### src/rtl/clock_pkg.sv
// Shared types and BCD helpers for the alarm clock core.
package clock_pkg;

    typedef enum logic [2:0] {
        ST_RUN,
        ST_SET_TIME_H,
        ST_SET_TIME_M,
        ST_SET_ALM_H,
        ST_SET_ALM_M
    } state_t;

    localparam logic [7:0] BCD_59 = 8'h59;
    localparam logic [7:0] BCD_23 = 8'h23;

    localparam logic [1:0] EDIT_NONE = 2'd0;
    localparam logic [1:0] EDIT_HOUR = 2'd1;
    localparam logic [1:0] EDIT_MIN  = 2'd2;

    // Two-digit BCD increment, wrapping to 00 after max.
    function automatic logic [7:0] bcd_inc(input logic [7:0] value, input logic [7:0] max);
        if (value == max)
            return 8'h00;
        if (value[3:0] == 4'd9)
            return {value[7:4] + 4'd1, 4'd0};
        return {value[7:4], value[3:0] + 4'd1};
    endfunction

endpackage

### src/rtl/bcd_mod_counter.sv
// Two-digit BCD modulo counter; load has priority over increment.
module bcd_mod_counter
    import clock_pkg::*;
#(
    parameter logic [7:0] MAX = 8'h59
) (
    input  logic       i_clk,
    input  logic       i_rst_n,
    input  logic       i_en,
    input  logic       i_load,
    input  logic [7:0] i_load_val,
    output logic [7:0] o_q,
    output logic       o_wrap
);

    logic [7:0] r_q;

    always_ff @(posedge i_clk or negedge i_rst_n) begin
        if (!i_rst_n)
            r_q <= 8'h00;
        else if (i_load)
            r_q <= i_load_val;
        else if (i_en)
            r_q <= bcd_inc(r_q, MAX);
    end

    assign o_q    = r_q;
    assign o_wrap = (r_q == MAX);

endmodule

### src/rtl/alarm_clock_core.sv
// BCD time-of-day with NUM_ALARMS alarm slots, button set FSM, ring timeout and snooze.
module alarm_clock_core
    import clock_pkg::*;
#(
    parameter  int NUM_ALARMS = 2,
    parameter  int RING_SECS  = 60,
    parameter  int SNOOZE_MIN = 5,
    localparam int ALM_W      = (NUM_ALARMS > 1) ? $clog2(NUM_ALARMS) : 1
) (
    input  logic                  i_clk,
    input  logic                  i_rst_n,
    input  logic                  i_tick_1hz,
    input  logic                  i_mode_btn,
    input  logic                  i_inc_btn,
    input  logic [ALM_W-1:0]      i_alm_sel,
    input  logic [NUM_ALARMS-1:0] i_alarm_en,
    input  logic                  i_stop_btn,
    input  logic                  i_snooze_btn,
    output logic [7:0]            o_hour_bcd,
    output logic [7:0]            o_min_bcd,
    output logic [7:0]            o_sec_bcd,
    output logic [7:0]            o_disp_hour,
    output logic [7:0]            o_disp_min,
    output logic [1:0]            o_edit_field,
    output logic                  o_ringing,
    output logic [ALM_W-1:0]      o_ring_id,
    output logic                  o_snoozed
);

    localparam logic [7:0]  RING_LOAD = 8'(RING_SECS);
    localparam logic [11:0] SNZ_LOAD  = 12'(SNOOZE_MIN * 60);

    state_t           r_state, w_state_nxt;
    logic [1:0]       r_edit_field, w_edit_nxt;
    logic [15:0]      r_alarm [NUM_ALARMS];
    logic             r_ringing, r_snoozed;
    logic [ALM_W-1:0] r_ring_id;
    logic [7:0]       r_ring_cnt;
    logic [11:0]      r_snz_cnt;

    logic [7:0]       w_sec, w_min, w_hour, w_nxt_min, w_nxt_hour;
    logic             w_sec_wrap, w_min_wrap, w_hour_wrap;
    logic             w_time_runs, w_tick, w_inc, w_sel_ok, w_in_alm, w_stop;
    logic             w_match;
    logic [ALM_W-1:0] w_match_id;
    logic [15:0]      w_sel_alarm;

    assign w_time_runs = (r_state == ST_RUN) || w_in_alm;
    assign w_in_alm    = (r_state == ST_SET_ALM_H) || (r_state == ST_SET_ALM_M);
    assign w_tick      = i_tick_1hz && w_time_runs;
    assign w_inc       = i_inc_btn && !i_mode_btn;
    assign w_sel_ok    = 32'(i_alm_sel) < 32'(NUM_ALARMS);

    bcd_mod_counter #(.MAX(BCD_59)) u_sec (
        .i_clk      (i_clk),
        .i_rst_n    (i_rst_n),
        .i_en       (w_tick),
        .i_load     ((r_state == ST_SET_TIME_M) && i_mode_btn),
        .i_load_val (8'h00),
        .o_q        (w_sec),
        .o_wrap     (w_sec_wrap)
    );

    bcd_mod_counter #(.MAX(BCD_59)) u_min (
        .i_clk      (i_clk),
        .i_rst_n    (i_rst_n),
        .i_en       ((w_tick && w_sec_wrap) || (w_inc && r_state == ST_SET_TIME_M)),
        .i_load     (1'b0),
        .i_load_val (8'h00),
        .o_q        (w_min),
        .o_wrap     (w_min_wrap)
    );

    bcd_mod_counter #(.MAX(BCD_23)) u_hour (
        .i_clk      (i_clk),
        .i_rst_n    (i_rst_n),
        .i_en       ((w_tick && w_sec_wrap && w_min_wrap) || (w_inc && r_state == ST_SET_TIME_H)),
        .i_load     (1'b0),
        .i_load_val (8'h00),
        .o_q        (w_hour),
        .o_wrap     (w_hour_wrap)
    );

    // Matching only matters when seconds roll to 00, so next hh:mm is the carried value.
    assign w_nxt_min  = bcd_inc(w_min, BCD_59);
    assign w_nxt_hour = !w_min_wrap ? w_hour : (w_hour_wrap ? 8'h00 : bcd_inc(w_hour, BCD_23));

    always_comb begin
        w_match    = 1'b0;
        w_match_id = '0;
        if (w_tick && w_sec_wrap) begin
            for (int i = NUM_ALARMS - 1; i >= 0; i--) begin
                if (i_alarm_en[i] && r_alarm[i] == {w_nxt_hour, w_nxt_min}) begin
                    w_match    = 1'b1;
                    w_match_id = ALM_W'(i);
                end
            end
        end
    end

    always_comb begin
        w_sel_alarm = 16'h0000;
        for (int i = 0; i < NUM_ALARMS; i++)
            if (32'(i_alm_sel) == 32'(i))
                w_sel_alarm = r_alarm[i];
    end

    always_comb begin
        w_state_nxt = r_state;
        w_edit_nxt  = EDIT_NONE;
        if (i_mode_btn) begin
            case (r_state)
                ST_RUN:        w_state_nxt = ST_SET_TIME_H;
                ST_SET_TIME_H: w_state_nxt = ST_SET_TIME_M;
                ST_SET_TIME_M: w_state_nxt = ST_SET_ALM_H;
                ST_SET_ALM_H:  w_state_nxt = ST_SET_ALM_M;
                default:       w_state_nxt = ST_RUN;
            endcase
        end
        case (w_state_nxt)
            ST_SET_TIME_H, ST_SET_ALM_H: w_edit_nxt = EDIT_HOUR;
            ST_SET_TIME_M, ST_SET_ALM_M: w_edit_nxt = EDIT_MIN;
            default:                     w_edit_nxt = EDIT_NONE;
        endcase
    end

    always_ff @(posedge i_clk or negedge i_rst_n) begin
        if (!i_rst_n) begin
            r_state      <= ST_RUN;
            r_edit_field <= EDIT_NONE;
        end else begin
            r_state      <= w_state_nxt;
            r_edit_field <= w_edit_nxt;
        end
    end

    always_ff @(posedge i_clk or negedge i_rst_n) begin
        if (!i_rst_n) begin
            for (int i = 0; i < NUM_ALARMS; i++)
                r_alarm[i] <= 16'h0000;
        end else if (w_inc && w_sel_ok && w_in_alm) begin
            for (int i = 0; i < NUM_ALARMS; i++) begin
                if (32'(i_alm_sel) == 32'(i)) begin
                    if (r_state == ST_SET_ALM_H)
                        r_alarm[i][15:8] <= bcd_inc(r_alarm[i][15:8], BCD_23);
                    else
                        r_alarm[i][7:0] <= bcd_inc(r_alarm[i][7:0], BCD_59);
                end
            end
        end
    end

    // Disarming the active slot behaves exactly like the stop button.
    assign w_stop = i_stop_btn || ((r_ringing || r_snoozed) && !i_alarm_en[r_ring_id]);

    always_ff @(posedge i_clk or negedge i_rst_n) begin
        if (!i_rst_n) begin
            r_ringing  <= 1'b0;
            r_snoozed  <= 1'b0;
            r_ring_id  <= '0;
            r_ring_cnt <= 8'd0;
            r_snz_cnt  <= 12'd0;
        end else if (w_stop) begin
            r_ringing  <= 1'b0;
            r_snoozed  <= 1'b0;
            r_ring_cnt <= 8'd0;
            r_snz_cnt  <= 12'd0;
        end else if (r_ringing) begin
            if (i_snooze_btn) begin
                r_ringing  <= 1'b0;
                r_snoozed  <= 1'b1;
                r_ring_cnt <= 8'd0;
                r_snz_cnt  <= SNZ_LOAD;
            end else if (i_tick_1hz) begin
                r_ring_cnt <= r_ring_cnt - 8'd1;
                if (r_ring_cnt == 8'd1)
                    r_ringing <= 1'b0;
            end
        end else if (w_match) begin
            r_ringing  <= 1'b1;
            r_snoozed  <= 1'b0;
            r_ring_id  <= w_match_id;
            r_ring_cnt <= RING_LOAD;
            r_snz_cnt  <= 12'd0;
        end else if (r_snoozed && i_tick_1hz) begin
            r_snz_cnt <= r_snz_cnt - 12'd1;
            if (r_snz_cnt == 12'd1) begin
                r_snoozed  <= 1'b0;
                r_ringing  <= 1'b1;
                r_ring_cnt <= RING_LOAD;
            end
        end
    end

    assign o_hour_bcd   = w_hour;
    assign o_min_bcd    = w_min;
    assign o_sec_bcd    = w_sec;
    assign o_disp_hour  = (w_in_alm && w_sel_ok) ? w_sel_alarm[15:8] : w_hour;
    assign o_disp_min   = (w_in_alm && w_sel_ok) ? w_sel_alarm[7:0]  : w_min;
    assign o_edit_field = r_edit_field;
    assign o_ringing    = r_ringing;
    assign o_ring_id    = r_ring_id;
    assign o_snoozed    = r_snoozed;

endmodule
### config.mk
export PLATFORM = sky130hd
export DESIGN_NAME = alarm_clock_core
export DESIGN_NICKNAME = d
export VERILOG_FILES = /design/src/rtl/clock_pkg.sv /design/src/rtl/bcd_mod_counter.sv /design/src/rtl/alarm_clock_core.sv
export SDC_FILE = /design/constraint.sdc
export NUM_CORES = 1
export LEC_CHECK = 0
export CORE_MARGIN = 10
export CORE_UTILIZATION = 64
export DETAILED_ROUTE_END_ITERATION = 6
export PLACE_DENSITY = 0.87
export SLEW_MARGIN = 20
export SYNTH_ARGS = -nofsm -noshare
export SYNTH_HDL_FRONTEND = slang
export SYNTH_SLANG_ARGS = --single-unit
### constraint.sdc
create_clock -name i_clk -period 7.85 [get_ports i_clk]
set_clock_uncertainty 0.05 [all_clocks]
set_input_delay 0.785 -clock i_clk [delete_from_list [all_inputs] [get_ports i_clk]]
set_output_delay 0.785 -clock i_clk [all_outputs]
set_load 0.005 [all_outputs]
==> flow_summary.ini, run 1 <==
[pwr]
pwr_density_cell_nw_per_um2 = 248.0
leakage_power_figure_uw = 0.002957
power.ir.vdd_worst_uv = 192.3

[clock_network]
path_clk_slew_ns = 0.08
h-tree-depth = 3
tritoncts = yes
cts.path.max_buffers = 2
cts-resized-gates = 0
numClockSinks = 84
cts_buffers = 9
hold_buf_count_cts = 0
insertion_delay_ns = 0.37
clock-root-buffer = sky130_fd_sc_hd__clkbuf_8
postCtsSetupRepairBufs = 0

[global_routing]
groute.usage.overall_pct = 24.43
grt_most_used_layer = met2
globalRoute.totalOverflow = 0
globalRouteMet3Util_pct = 4.582
grt_start_max_net_pins = 62
global_route.usage.met1_pct = 29.70
groute.layer.met2.usage_pct = 41.32
number_of_global_route_vias_before_repair = 5868
grt_first_pass_wirelength_microns = 29010
antenna_found_initial = 0

[yosys]
netlist_area_sq_um = 6292
postSynthCellCount = 754
synth_nets = 797
synth_ff_type = sky130_fd_sc_hd__dfrtp_1
synth.avg_cell_area_sq_um = 8.345
synth_enable_flop_cells = 0
synth.ff_latch_count = 84
async_flop_share_pct = 100.0
count_of_unique_library_cells_instantiated_by_yosys = 72
synth_warnings = 0
synth_seq_area_share_pct = 33.41

[floorplanning]
coreArea_sq_um = 9684
initial_utilization_pct = 64.97
design.die.area_sq_um = 14200
die_w_microns = 119.2
placement_rows = 36
die-height_microns = 119.2
io_pins = 55

[job]
max_cap_viol_count = 0

[sta]
finalWorstSetupSlack_ns = 3.425
rsz0062_at_grt = false
fin_tns_setup_ns = 0
slew_worst_pin_ns = 1.096
slew_headroom_pct = 26.74
fmaxAchievable_mhz = 226.0
hold_ws_ns = 0.2588
report.final.setup_viol = 0
timing.final.hold_violations = 0
timing.final.max_slew_violations = 0
finalCritPeriodShare_pct = 56.37
period_minus_slack_ns = 4.425

[placed_design]
dp_hpwl_microns = 12930
dp.cells = 903
dp_slack_ns = 3.407
placed_cell_area_sq_um = 6837
gp_congestion = 0.9565
portBuffers = 54

[cells_and_area]
final_nets = 824
layout.filler_cells = 771
final_cell_mix = 88 x sky130_fd_sc_hd__nand2_1, 84 x sky130_fd_sc_hd__dfrtp_1, 75 x sky130_fd_sc_hd__o21ai_0, 53 x sky130_fd_sc_hd__clkdlybuf4s50_1, 49 x sky130_fd_sc_hd__nor2_1
layout-drive-gt1-share_pct = 6.497
diodes = 0
final-instance-count-excl-fill = 918
layout_commonest_cell = sky130_fd_sc_hd__nand2_1
final_area_sq_um = 7061
syn2layout_area_growth_pct = 12.21

[critical_path]
worstSetupPathType = reg2reg
cp-end-kind = register
register_to_register_setup_slack_ns = 3.42
crit-reg2reg-capture = r_snz_cnt[11]$_DFFE_PN0P_
required_time_at_the_worst_slack_endpoint_ns = 8.02
worst_setup_path_start_kind = register
critical_path.reg2reg.startpoint = u_min.o_q[0]$_DFFE_PN0P_
reg2reg_depth = 14
arrival_ns = 4.60
worstPathMaxFanout = 23

[route]
detail_route.vias_per_cell = 6.477
drt-wirelength-per-cell_microns = 18.98
postRouteWirelength_microns = 17430
antenna_nets_post_route = 0
drc_errors = 0
firstDrtPassIters = 5
drt_iter0_markers = 557
routed-via-count = 5946

[min_path]
worst_hold_path_type = in2async

[run_status]
outcome = finished clean
## synthesized netlist by cell type, drive strengths merged (12+ instances only)
| cell | n | area share, % |
|---|---|---|
| dfrtp | 84 | 33 |
| mux2i | 24 | 3.8 |
| xnor2 | 12 | 1.7 |
| a31oi | 18 | 1.8 |
| a21oi | 35 | 3.0 |
| o21ai | 76 | 6.0 |
| nand3 | 23 | 1.8 |
| inv | 40 | 2.4 |
| ha | 33 | 6.6 |
| nor3 | 33 | 2.6 |
| nand4 | 13 | 1.3 |
| xor2 | 15 | 2.1 |
| nand2 | 88 | 5.2 |
| o31ai | 13 | 1.6 |
| buf | 15 | 1.5 |
| clkbuf | 27 | 1.6 |
| nor2 | 49 | 2.9 |
## critical path, cell delays in order (launching register included)
cell and delay (ns):
sky130_fd_sc_hd__dfrtp_1 0.60, sky130_fd_sc_hd__ha_1 0.33, sky130_fd_sc_hd__nand3b_4 0.25, sky130_fd_sc_hd__inv_1 0.37, sky130_fd_sc_hd__ha_1 0.35, sky130_fd_sc_hd__xnor2_1 0.15
sky130_fd_sc_hd__a211oi_1 0.27, sky130_fd_sc_hd__o221ai_2 0.15, sky130_fd_sc_hd__a2111oi_2 0.48, sky130_fd_sc_hd__nand4_1 0.18, sky130_fd_sc_hd__nor4_2 0.23, sky130_fd_sc_hd__nor3_1 0.08
sky130_fd_sc_hd__buf_4 0.20, sky130_fd_sc_hd__a21oi_2 0.42, sky130_fd_sc_hd__o221ai_1 0.20
## how the worst max path moves through the flow
stage | start | end | slack, ns | depth (start not counted)
2_1_floorplan | u_min.o_q[1]$_DFFE_PN0P_ | r_snz_cnt[8]$_DFFE_PN0P_ | 4.40 | 15
3_5_place_dp | u_min.o_q[0]$_DFFE_PN0P_ | r_snz_cnt[11]$_DFFE_PN0P_ | 3.41 | 14
6_report | u_min.o_q[0]$_DFFE_PN0P_ | r_snz_cnt[11]$_DFFE_PN0P_ | 3.42 | 14
3_3_place_gp | u_min.o_q[0]$_DFFE_PN0P_ | r_snz_cnt[11]$_DFFE_PN0P_ | 3.66 | 14
4_1_cts | u_min.o_q[0]$_DFFE_PN0P_ | r_snz_cnt[11]$_DFFE_PN0P_ | 3.40 | 14
5_1_grt | u_min.o_q[0]$_DFFE_PN0P_ | r_snz_cnt[11]$_DFFE_PN0P_ | 3.16 | 14
## cell type report
| type | instances | area, sq um | share of cell area [%] |
|---|---|---|---|
| Multi-Input combinational cell | 588 | 3850 | 54.53 |
| Sequential cell | 84 | 2102 | 29.77 |
| Timing Repair Buffer | 58 | 568.0 | 8.045 |
| Tap cell | 133 | 166.4 | 2.357 |
| Inverter | 40 | 150.1 | 2.127 |
| Clock buffer | 10 | 137.6 | 1.949 |
| Clock inverter | 5 | 86.33 | 1.223 |
## where the power goes
part,internal [uW],switching (uW)
registers,502,175
clock network,188,163
logic,348,374
## routing by layer
layer	vias to the layer above	routed length [microns]
met3	48	1127
met4	0	562
met2	216	8476
met1	2888	7259
met5	-	0
li1	2794	-
## kinds of logic after synthesis
group	synth area share, %
xor+xnor	3.758
flops	33.41
mux	5.608
buf+inv	5.468
simple gates	23.80
compound gates	21.40
fa+ha+maj	6.562
## state kept, by name, summed over array words and instances (netlist names)
name / count
r_ring_cnt: 8
r_alarm: 32
u_hour.o_q: 8
o_edit_field: 2
r_state: 3
r_snz_cnt: 12
o_ring_id: 1
u_min.o_q: 8
u_sec.o_q: 8
o_snoozed: 1
o_ringing: 1
## per-stage QoR
step                utilization (%)  power [uW]
floorplan                         -        1086
global placement              70.59        1352
detailed placement            70.59        1389
CTS                           72.91        1743
global route                  72.91        1865
finish                        72.91        1751
Power figures use the tool's default switching activity.
==> inputs of run 2 (changes only) <==
- CORE_UTILIZATION: 64 -> 59
- PLACE_DENSITY: 0.87 -> 0.81
- clock period: 7.85 -> 4.15 ns (I/O delays scaled with it)
==> run 2 against run 1 <==
  * Combinational power grew 93%
  * Die area increased by 7.0%
  * Global-route usage down 0.44 points
  * Via count shrank 0.67%
  * Sequential power increased by 86%
  * Non-clock buffer count increased by 5
  * Core utilization shrank 4.5 points
  * Hold slack worse by 0.26 ns
  * Clock power rose by 79%
  * Wire length increased by 1.0%
  * Fmax up 18%
  * Sequential share of layout area is 0.13 points lower
  * Critical path type unchanged
  * Highest routed layer unchanged
==> flow_summary.ini, run 2 (synthesis gave the netlist of run 1 again) <==
[run_status]
outcome = finished clean

[cells_and_area]
largest_register_ffs = 32
reg_top3 = r_alarm x32, r_snz_cnt x12
syn2layout_area_growth_pct = 12.71
largest_register_by_flop_count = r_alarm
layout.filler_cells = 852
layout-drive-gt1-share_pct = 7.080
final-instance-count-excl-fill = 927
final_cell_mix = 88 x sky130_fd_sc_hd__nand2_1, 84 x sky130_fd_sc_hd__dfrtp_1, 75 x sky130_fd_sc_hd__o21ai_0, 53 x sky130_fd_sc_hd__clkdlybuf4s50_1, 49 x sky130_fd_sc_hd__nor2_1
layout_commonest_cell = sky130_fd_sc_hd__nand2_1
final_nets = 829
diodes = 0

[pwr]
power_switching_uw = 1358
leakage_power_figure_uw = 0.002963
pwr_density_cell_nw_per_um2 = 461.2
comb_power_share_pct = 42.5
cellInternalPower_uw = 1913
sequentialPowerShare_pct = 38.4
power.ir.vdd_worst_uv = 406.6
power.clock.fraction_pct = 19.2
switching_share_pct = 41.52

[global_routing]
antenna_found_initial = 0
groute.usage.overall_pct = 23.98
globalRoute.totalOverflow = 0
grt_start_max_net_pins = 85
grt_first_pass_wirelength_microns = 29110
number_of_global_route_vias_before_repair = 5653

[job]
max_cap_viol_count = 0

[route]
drc_errors = 0
drt-wirelength-per-cell_microns = 18.99
firstDrtPassIters = 5
antenna_nets_post_route = 0
postRouteWirelength_microns = 17610
routed-via-count = 5906
drt_iter0_markers = 492
detail_route.vias_per_cell = 6.371

[critical_path]
worstPathMaxFanout = 10
arrival_ns = 3.96
register_to_register_setup_slack_ns = 0.40
reg2reg_depth = 15
cp-end-kind = register
required_time_at_the_worst_slack_endpoint_ns = 4.35
crit-reg2reg-capture = r_snz_cnt[6]$_DFFE_PN0P_
critical_path.reg2reg.startpoint = u_min.o_q[1]$_DFFE_PN0P_
worstSetupPathType = reg2reg
worst_setup_path_start_kind = register

[floorplanning]
die-height_microns = 123.3
placement_rows = 37
coreArea_sq_um = 10370
design.die.area_sq_um = 15200
die_w_microns = 123.3
io_pins = 55
initial_utilization_pct = 60.68

[clock_network]
path_clk_slew_ns = 0.10
numClockSinks = 84
h-tree-depth = 3
tritoncts = yes
cts_buffers = 9
postCtsSetupRepairBufs = 0
insertion_delay_ns = 0.38
clock-root-buffer = sky130_fd_sc_hd__clkbuf_8
cts.path.max_buffers = 2

[sta]
fmaxAchievable_mhz = 266.4
slew_worst_pin_ns = 1.125
timing.final.hold_violations = 0
fin_tns_setup_ns = 0
finalCritPeriodShare_pct = 90.46
period_minus_slack_ns = 3.754
slew_headroom_pct = 24.79
timing.final.max_slew_violations = 0
rsz0062_at_grt = false
finalWorstSetupSlack_ns = 0.3957
report.final.setup_viol = 0

[placed_design]
dp_hpwl_microns = 12880
dp_slack_ns = 0.3124
gp_congestion = 0.9587
portBuffers = 54
dp.cells = 911

[min_path]
worst_hold_path_type = in2async
## run 2: changes by cell type in the layout (fill, tap and decap cells not counted), sizes merged
cell	change
buf	+5
clkinvlp	+3
bufinv	-1
clkinv	-2
clkbuf	+1
## run 2: repair_timing
item                                    in CTS  in global routing
hold buffers                                 0                  0
resized for setup                            0                  1
endpoints found under the setup margin       0                  4
endpoints found under the hold margin        0                  0
## run 2: metal layers
metal / global-route usage (%) / vias to the layer above / share of wire (%)
li1: - / 2819 / -
met1: 30.18 / 2852 / 43
met2: 39.01 / 201 / 48
met3: 5.697 / 34 / 6.0
met4: 9.389 / 0 / 2.7
met5: 0 / - / 0
## run 2: power by group through the flow
stage / Clock, uW / Combinational [uW] / Sequential (uW)
detailed placement: 0 / 1370 / 1270
global placement: 0 / 1340 / 1250
global route: 666 / 1550 / 1290
finish: 627 / 1390 / 1260
CTS: 635 / 1390 / 1250
floorplan: 0 / 945 / 1110
## run 2: worst max-delay path: stages (launching register included)
cell	delay, ns
sky130_fd_sc_hd__dfrtp_1	0.43
sky130_fd_sc_hd__inv_1	0.10
sky130_fd_sc_hd__ha_1	0.26
sky130_fd_sc_hd__nand3b_4	0.09
sky130_fd_sc_hd__inv_1	0.21
sky130_fd_sc_hd__ha_1	0.32
sky130_fd_sc_hd__xnor2_1	0.14
sky130_fd_sc_hd__a211oi_1	0.29
sky130_fd_sc_hd__o221ai_2	0.15
sky130_fd_sc_hd__a2111oi_2	0.51
sky130_fd_sc_hd__nand4_1	0.18
sky130_fd_sc_hd__nor4_2	0.22
sky130_fd_sc_hd__nor3_1	0.14
sky130_fd_sc_hd__buf_4	0.21
sky130_fd_sc_hd__nand2_1	0.17
sky130_fd_sc_hd__o221ai_1	0.15
## run 2: layout make-up
cell class / instances / area (sq um) / area share [%]
clock buffers: 11 / 141.4 / 1.994
clock inverters: 5 / 61.31 / 0.8645
inverters: 40 / 150.1 / 2.117
multi-input cells: 588 / 3857 / 54.39
flip-flops and latches: 84 / 2102 / 29.64
well taps: 136 / 170.2 / 2.399
repair buffers: 63 / 609.3 / 8.592
## run 2: how the worst max path moves through the flow
stage	start	endpoint	depth (start not counted)
CTS	u_min.o_q[1]$_DFFE_PN0P_	r_snz_cnt[6]$_DFFE_PN0P_	14
finish	u_min.o_q[1]$_DFFE_PN0P_	r_snz_cnt[6]$_DFFE_PN0P_	15
global placement	u_min.o_q[1]$_DFFE_PN0P_	r_snz_cnt[11]$_DFFE_PN0P_	14
detailed placement	u_min.o_q[1]$_DFFE_PN0P_	r_snz_cnt[6]$_DFFE_PN0P_	14
floorplan	u_min.o_q[1]$_DFFE_PN0P_	r_snz_cnt[8]$_DFFE_PN0P_	15
global route	u_min.o_q[1]$_DFFE_PN0P_	r_snz_cnt[6]$_DFFE_PN0P_	15
## run 2: stage by stage
| stage | util (%) | hold WS [ns] | power [uW] | instance area, sq um |
|---|---|---|---|---|
| after floorplan | - | 0.06941 | 2054 | 6292 |
| after global placement | 66.32 | 0.4515 | 2590 | 6878 |
| after detailed placement | 66.32 | 0.4701 | 2640 | 6878 |
| after CTS | 68.28 | 0.2040 | 3275 | 7081 |
| after global routing | 68.39 | 0.07398 | 3507 | 7092 |
| final | 68.39 | 0.001745 | 3271 | 7092 |
==> inputs of run 3 (changes only) <==
- CTS_CLUSTER_SIZE: default -> 12
==> results of run 3 <==
No change in the layout: final DEF, timing and power equal those of run 2.
